File: src/rtl/onehot_decoder_seq.sv
// Registered binary-to-one-hot decoder with LEVEL/PULSE/SCAN/CLEAR load modes.
// Define DECODER_SCAN_EN to build SCAN mode and the wrap output.
module onehot_decoder_seq #(
  parameter int unsigned SEL_W     = 2,
  parameter int unsigned PULSE_LEN = 4,
  parameter int unsigned DWELL     = 8
) (
  input  logic                     i_clk,
  input  logic                     i_rst,
  input  logic                     i_en,
  input  logic [1:0]               i_mode,
  input  logic [SEL_W-1:0]         i_in,
  input  logic                     i_load,
  output logic                     o_ready,
  output logic [(1 << SEL_W)-1:0]  o_out,
  output logic [SEL_W-1:0]         o_out_idx,
  output logic                     o_busy,
  output logic                     o_wrap
);

  localparam int unsigned N       = 1 << SEL_W;
  localparam int unsigned CNT_MAX = (PULSE_LEN > DWELL) ? PULSE_LEN : DWELL;
  localparam int unsigned CNT_W   = (CNT_MAX > 1) ? $clog2(CNT_MAX) : 1;

  localparam logic [1:0] MODE_LEVEL = 2'b00;
  localparam logic [1:0] MODE_PULSE = 2'b01;
`ifdef DECODER_SCAN_EN
  localparam logic [1:0] MODE_SCAN  = 2'b10;
`endif

  typedef enum logic [1:0] {
    ST_IDLE  = 2'd0,
    ST_HOLD  = 2'd1,
    ST_PULSE = 2'd2,
    ST_SCAN  = 2'd3
  } state_t;

  state_t             r_state;
  logic [N-1:0]       r_out;
  logic [SEL_W-1:0]   r_idx;
  logic [CNT_W-1:0]   r_cnt;
  logic               r_busy;
  logic               w_accept;
  logic [N-1:0]       w_onehot;

  // Loads are refused while disabled or while a pulse is in flight.
  assign o_ready   = i_en && (r_state != ST_PULSE);
  assign w_accept  = i_load && o_ready;
  assign w_onehot  = N'(1) << i_in;

  assign o_out     = r_out;
  assign o_out_idx = r_idx;
  assign o_busy    = r_busy;

  // Main sequencer: a load always wins over the pulse countdown or dwell step.
  always_ff @(posedge i_clk) begin
    if (i_rst || !i_en) begin
      r_state <= ST_IDLE;
      r_out   <= '0;
      r_idx   <= '0;
      r_cnt   <= '0;
      r_busy  <= 1'b0;
    end else if (w_accept) begin
      case (i_mode)
        MODE_LEVEL: begin
          r_state <= ST_HOLD;
          r_out   <= w_onehot;
          r_idx   <= i_in;
          r_cnt   <= '0;
          r_busy  <= 1'b1;
        end
        MODE_PULSE: begin
          r_state <= ST_PULSE;
          r_out   <= w_onehot;
          r_idx   <= i_in;
          r_cnt   <= CNT_W'(PULSE_LEN - 1);
          r_busy  <= 1'b1;
        end
`ifdef DECODER_SCAN_EN
        MODE_SCAN: begin
          r_state <= ST_SCAN;
          r_out   <= w_onehot;
          r_idx   <= i_in;
          r_cnt   <= CNT_W'(DWELL - 1);
          r_busy  <= 1'b1;
        end
`endif
        default: begin
          r_state <= ST_IDLE;
          r_out   <= '0;
          r_idx   <= '0;
          r_cnt   <= '0;
          r_busy  <= 1'b0;
        end
      endcase
    end else begin
      case (r_state)
        ST_PULSE: begin
          if (r_cnt == '0) begin
            r_state <= ST_IDLE;
            r_out   <= '0;
            r_idx   <= '0;
            r_busy  <= 1'b0;
          end else begin
            r_cnt <= r_cnt - CNT_W'(1);
          end
        end
`ifdef DECODER_SCAN_EN
        ST_SCAN: begin
          if (r_cnt == '0) begin
            r_out <= {r_out[N-2:0], r_out[N-1]};
            r_idx <= r_idx + SEL_W'(1);
            r_cnt <= CNT_W'(DWELL - 1);
          end else begin
            r_cnt <= r_cnt - CNT_W'(1);
          end
        end
`endif
        default: begin
        end
      endcase
    end
  end

`ifdef DECODER_SCAN_EN
  logic r_wrap;

  // Flags the single cycle where the scan index rolls from the top back to 0.
  always_ff @(posedge i_clk) begin
    if (i_rst || !i_en) begin
      r_wrap <= 1'b0;
    end else begin
      r_wrap <= !w_accept && (r_state == ST_SCAN) && (r_cnt == '0) && (&r_idx);
    end
  end

  assign o_wrap = r_wrap;
`else
  assign o_wrap = 1'b0;
`endif

endmodule

File: config.mk
export PLATFORM = sky130hd
export DESIGN_NAME = onehot_decoder_seq
export DESIGN_NICKNAME = d
export VERILOG_FILES = /design/src/rtl/onehot_decoder_seq.sv
export SDC_FILE = /design/constraint.sdc
export NUM_CORES = 1
export LEC_CHECK = 0
export BUFFER_PORTS_ARGS = -buffer_cell sky130_fd_sc_hd__buf_2
export CORE_MARGIN = 2
export CORE_UTILIZATION = 40
export CTS_CLUSTER_SIZE = 10
export DETAILED_ROUTE_END_ITERATION = 6
export PLACE_DENSITY = 0.76
export SLEW_MARGIN = 20
export SYNTH_ARGS = -nofsm -noshare
export SYNTH_HDL_FRONTEND = slang
export SYNTH_SLANG_ARGS = --single-unit
File: constraint.sdc
create_clock -name i_clk -period 1.15 [get_ports i_clk]
set_input_delay 0.115 -clock i_clk [delete_from_list [all_inputs] [get_ports i_clk]]
set_output_delay 0.115 -clock i_clk [all_outputs]
set_load 0.02 [all_outputs]
==> Yosys cells after proc, flatten, opt, wreduce, memory -nomap -nowiden <==
Index checks and enable logic that the tools add are counted.
{ "totals": {"ff_bits": 12, "out_inout_bits": 9, "wordCells": 40} }
{ "op_classes": {"add_sub_neg": 1, "eq_ne": 4, "shift": 1, "n_mux": 18, "n_reduce_logical": 11} }
{ "ops": {"columns": ["cell", "n"], "rows": [
  ["$mux W4", 4],
  ["$mux W2", 6],
  ["$mux W3", 3],
  ["$mux W1", 4],
  ["$ne A2 B2 Y1 const B", 2],
  ["$pmux W2 S2", 1],
  ["$reduce_and A2 Y1", 2],
  ["$reduce_bool A2 Y1", 2],
  ["$shl A1 B2 Y4 const A", 1],
  ["$logic_not A3 Y1", 1],
  ["$sub A3 B1 Y3 const B", 1],
  ["$eq A2 B1 Y1 const B", 1],
  ["$eq A2 B2 Y1 const B", 1],
  ["$logic_and A1 B1 Y1", 2],
  ["$logic_not A2 Y1", 1],
  ["$reduce_or A2 Y1", 1],
  ["$logic_not A1 Y1", 1],
  ["$logic_or A1 B1 Y1", 1]
]} }

==> Depth between registers and ports, before layout <==
{ "depth": {"ltp_word": 5, "ltp_mapped": 6, "ltp_nobuf": 6} }

==> Least setup slack after synthesis <==
Ideal clock, no wire load.
{ "synth_timing": {"kind": "flip-flop to flip-flop", "start": "register r_cnt[0]", "end": "register r_idx[1] (netlist: o_out_idx[1])", "arrival_ps": 1202, "required_time_ps": 1080, "slack_ps": -121, "stages_incl_launch_ff": 7, "n_path_buf": 0, "path_cell_list": "dfxtp_1 inv_1 ha_1 and4bb_1 a31oi_4 nand2_1 a21oi_1"} }
{ "synth_via": {"elab_chain_cells": 3} }
{ "synth_lines": {"columns": ["element", "line_no", "rtl"], "rows": [
  ["from (decl)", "41", "logic [CNT_W-1:0] r_cnt;"],
  ["from (signal assigned)", "76", "r_cnt <= CNT_W'(PULSE_LEN - 1);"],
  ["from (signal assigned)", "105", "r_cnt <= r_cnt - CNT_W'(1);"],
  ["$logic_not A3 Y1", "99", "if (r_cnt == '0) begin"],
  ["$reduce_bool A2 Y1 (no line)", null, null],
  ["$reduce_and A2 Y1 (no line)", null, null],
  ["to (signal assigned)", "68", "r_idx <= i_in;"],
  ["to (signal assigned)", "75", "r_idx <= i_in;"],
  ["to (decl)", "40", "logic [SEL_W-1:0] r_idx;"]
]} }
Every way passes these cells.
A chain may end at the register's enable or synchronous reset.

==> Worst setup path in the final report <==
{ "layout_timing": {"start": "register r_cnt[1]", "end": "register r_state[1]"} }
{ "layout_via": {"elab_chain_cells": 3} }
{ "layout_lines": {"columns": ["element", "line_no", "rtl"], "rows": [
  ["$logic_not A3 Y1", "99", null],
  ["$reduce_bool A2 Y1 (no line)", null, null],
  ["$reduce_and A2 Y1 (no line)", null, null],
  ["to (signal assigned)", "73", "r_state <= ST_PULSE;"],
  ["to (signal assigned)", "89", "r_state <= ST_IDLE;"],
  ["to (signal assigned)", "100", "r_state <= ST_IDLE;"],
  ["to (decl)", "38", "state_t r_state;"]
]} }
Every way passes these cells.

==> metrics <==
number of flops mapped to enable cells by yosys=0; WL per Instance=~13 microns; synth warn=0; 1st-pass router iterations=4; VDD IR-drop max=around 0.61 mV; Setup Slack @ Placement=-131.8 ps; Distinct cells, synth=34; register area share after synthesis=0.4059; DR iter-0 viols=10; leakage=between 0.3 and 0.4 nW; number of global-route vias before repair=roughly 500; largest net degree at the start of global routing=9; setup TNS=-1091 ps; dpl cells=95; IO Count=17; Sw Pwr=around 0.00021 W; gr ovfl total=0; syn avg cell area=9.394 sq um; DR vias=522; period utilization=1.156; Startpoint Class=flip-flop; RSZ-0062 raised after global routing=yes; max-cap viol count=0; Post-synth top flop=dfxtp_1; share of layout cells above drive strength 1=0.5116; FFs w/ async S/R, synth=0; status=finished with violations; vias per inst=around 5.2; post-synth design cell area=between 500 and 600 sq um; hold crit path type=in -> reg; Data arrival, critical path=roughly 1500 ps; DRC viols=0; PortBufs=15; ANT nets after route=0; Comb pwr share=0.118; Die Y=approximately 42 microns; Pins Over Slew Limit=0; failing checks=setup timing; Fin. Hold Viols=0; Final Util=0.5938; cts bufs inserted=3; HPWL Detailed=a little over 900 microns; commonest non-fill, non-tap cell in the layout=buf_2; area of the multi-input gates=354.1 sq um; clock share of power=0.391; Syn Inst Count=63; critical path fanouts, max=8; core area=~1300 sq um; Switching Share=0.2416; CTS clk-pin slew, worst paths=~80 ps; area delta synth->final=33.83%; GRT Total Usage=0.1559; Design Power=approximately 0.00086 W; fmax=around 750 MHz; width of the die=~42 microns; Clock Latency Late Sink=270 ps; Syn Nets=73; internal power=0.0006544 W; Finished Layout Cells=101; worst setup path category=reg -> reg; Synth Register Bits=12; initial antenna violation count=0; number of cell rows=13; Initial Utilization=0.4437; post-route setup slack=-179.3 ps; die area=1803 sq um; clock skew=between 1 and 1.5 ps; CP required=about 1400 ps; most frequent cells in the layout=buf_2 (14), dfxtp_1 (8), nand2_1 (7); post-layout min period=approximately 1300 ps; first-pass GRT wire length=2.104 mm; root buf cell=clkbuf_4; crit end category=flip-flop; Longest Clk Path Bufs=2; H-tree levels=1; count of hold-fix buffers inserted at cts=0; Clock Sinks=12; routed wire length=~1.3 mm; Sequential cell area=approximately 250 sq um; CTS tree=built; R2R Setup Slk=-180 ps; Setup violations, final=11; Sequential Power Share=0.491; gp weighted congestion=0.7693; Fillers=between 100 and 150; pwr/cell area=between 1000 and 1500 nW/um^2; Layout Nets=97; # diodes=0
-- worst paths after layout --
path	from	to	depth (start not counted)
setup reg to reg	r_cnt[1]$_SDFFE_PP0P_	r_state[1]$_SDFFE_PP0P_	6
hold / removal	i_in[0]	o_out[2]$_SDFFE_PP0P_	2
setup / recovery	r_cnt[1]$_SDFFE_PP0P_	r_state[1]$_SDFFE_PP0P_	6
hold reg to reg	o_out_idx[1]$_SDFFE_PP0P_	o_out_idx[1]$_SDFFE_PP0P_	2
-- state kept, by name, indices dropped and copies added (netlist names) --
name and count:
r_state 2, o_out_idx 2, o_busy 1, r_cnt 3
o_out 4
-- cell families (layout without fill, tap and decap cells) --
logic type / Yosys count / count (layout) / synth area share
other: 1 / 1 / 0.006336
flip-flops: 12 / 12 / 0.4059
AO/OA/AOI/OAI: 13 / 13 / 0.1734
multiplexers: 1 / 1 / 0.01691
AND/OR/NAND/NOR: 28 / 28 / 0.3002
buffers and inverters: 5 / 28 / 0.04016
XOR/XNOR: 1 / 1 / 0.01480
adder cells (fa/ha/maj): 2 / 2 / 0.04228
-- power by group through the flow --
stage          registers (W)  logic (W)  clock network (W)
2_1_floorplan       0.000436  0.0000519                  0
5_1_grt             0.000424   0.000110           0.000370
6_report            0.000423   0.000102           0.000338
3_3_place_gp        0.000433  0.0000912                  0
3_5_place_dp        0.000433  0.0000929                  0
4_1_cts             0.000423  0.0000992           0.000345
-- stage by stage --
stage | hold WS, ps | instance area, sq um
floorplan | 213.0 | 611.8
global placement | 363.2 | 723.2
detailed placement | 368.0 | 723.2
CTS | 82.33 | 778.2
global route | 97.93 | 792.0
finish | 83.48 | 792.0
-- critical path, cell delays in order, from the launching register on --
cell and delay, ps:
dfxtp_2 340, inv_2 50, ha_4 150, and4bb_1 200, a31oi_4 270, nand2_1 120
a21oi_2 120
-- per-layer routing --
metal / vias to the layer above / track usage / part of all wire
li1: 264 / - / -
met1: 241 / 0.2094 / 0.47
met2: 15 / 0.2215 / 0.47
met3: 2 / 0.02586 / 0.039
met4: 0 / 0.1125 / 0.015
met5: - / 0 / 0
-- final cells by class --
class / instances / area share
Multi-Input combinational cell: 46 / 0.4471
Sequential cell: 12 / 0.3096
Timing Repair Buffer: 21 / 0.1596
Clock buffer: 4 / 0.04581
Tap cell: 15 / 0.02370
Inverter: 3 / 0.01422
-- cell usage after synthesis, types with 2 or more instances --
library cell   n  area, sq um
dfxtp_1       12        240.2
nand2_1        8        30.03
a21oi_1        5        25.02
nor2_1         4        15.01
inv_1          3        11.26
ha_1           2        25.02
nand3_1        2        10.01
-- what timing repair did --
action / CTS / global route
setup endpoints to repair: 12 / 12
setup buffers: 1 / 1
gates resized for setup: 5 / 2
hold endpoints to repair: 0 / 0
pin swaps: 4 / 3
gates cloned: 0 / 0
Note: power is estimated with default switching activity, not from simulation.
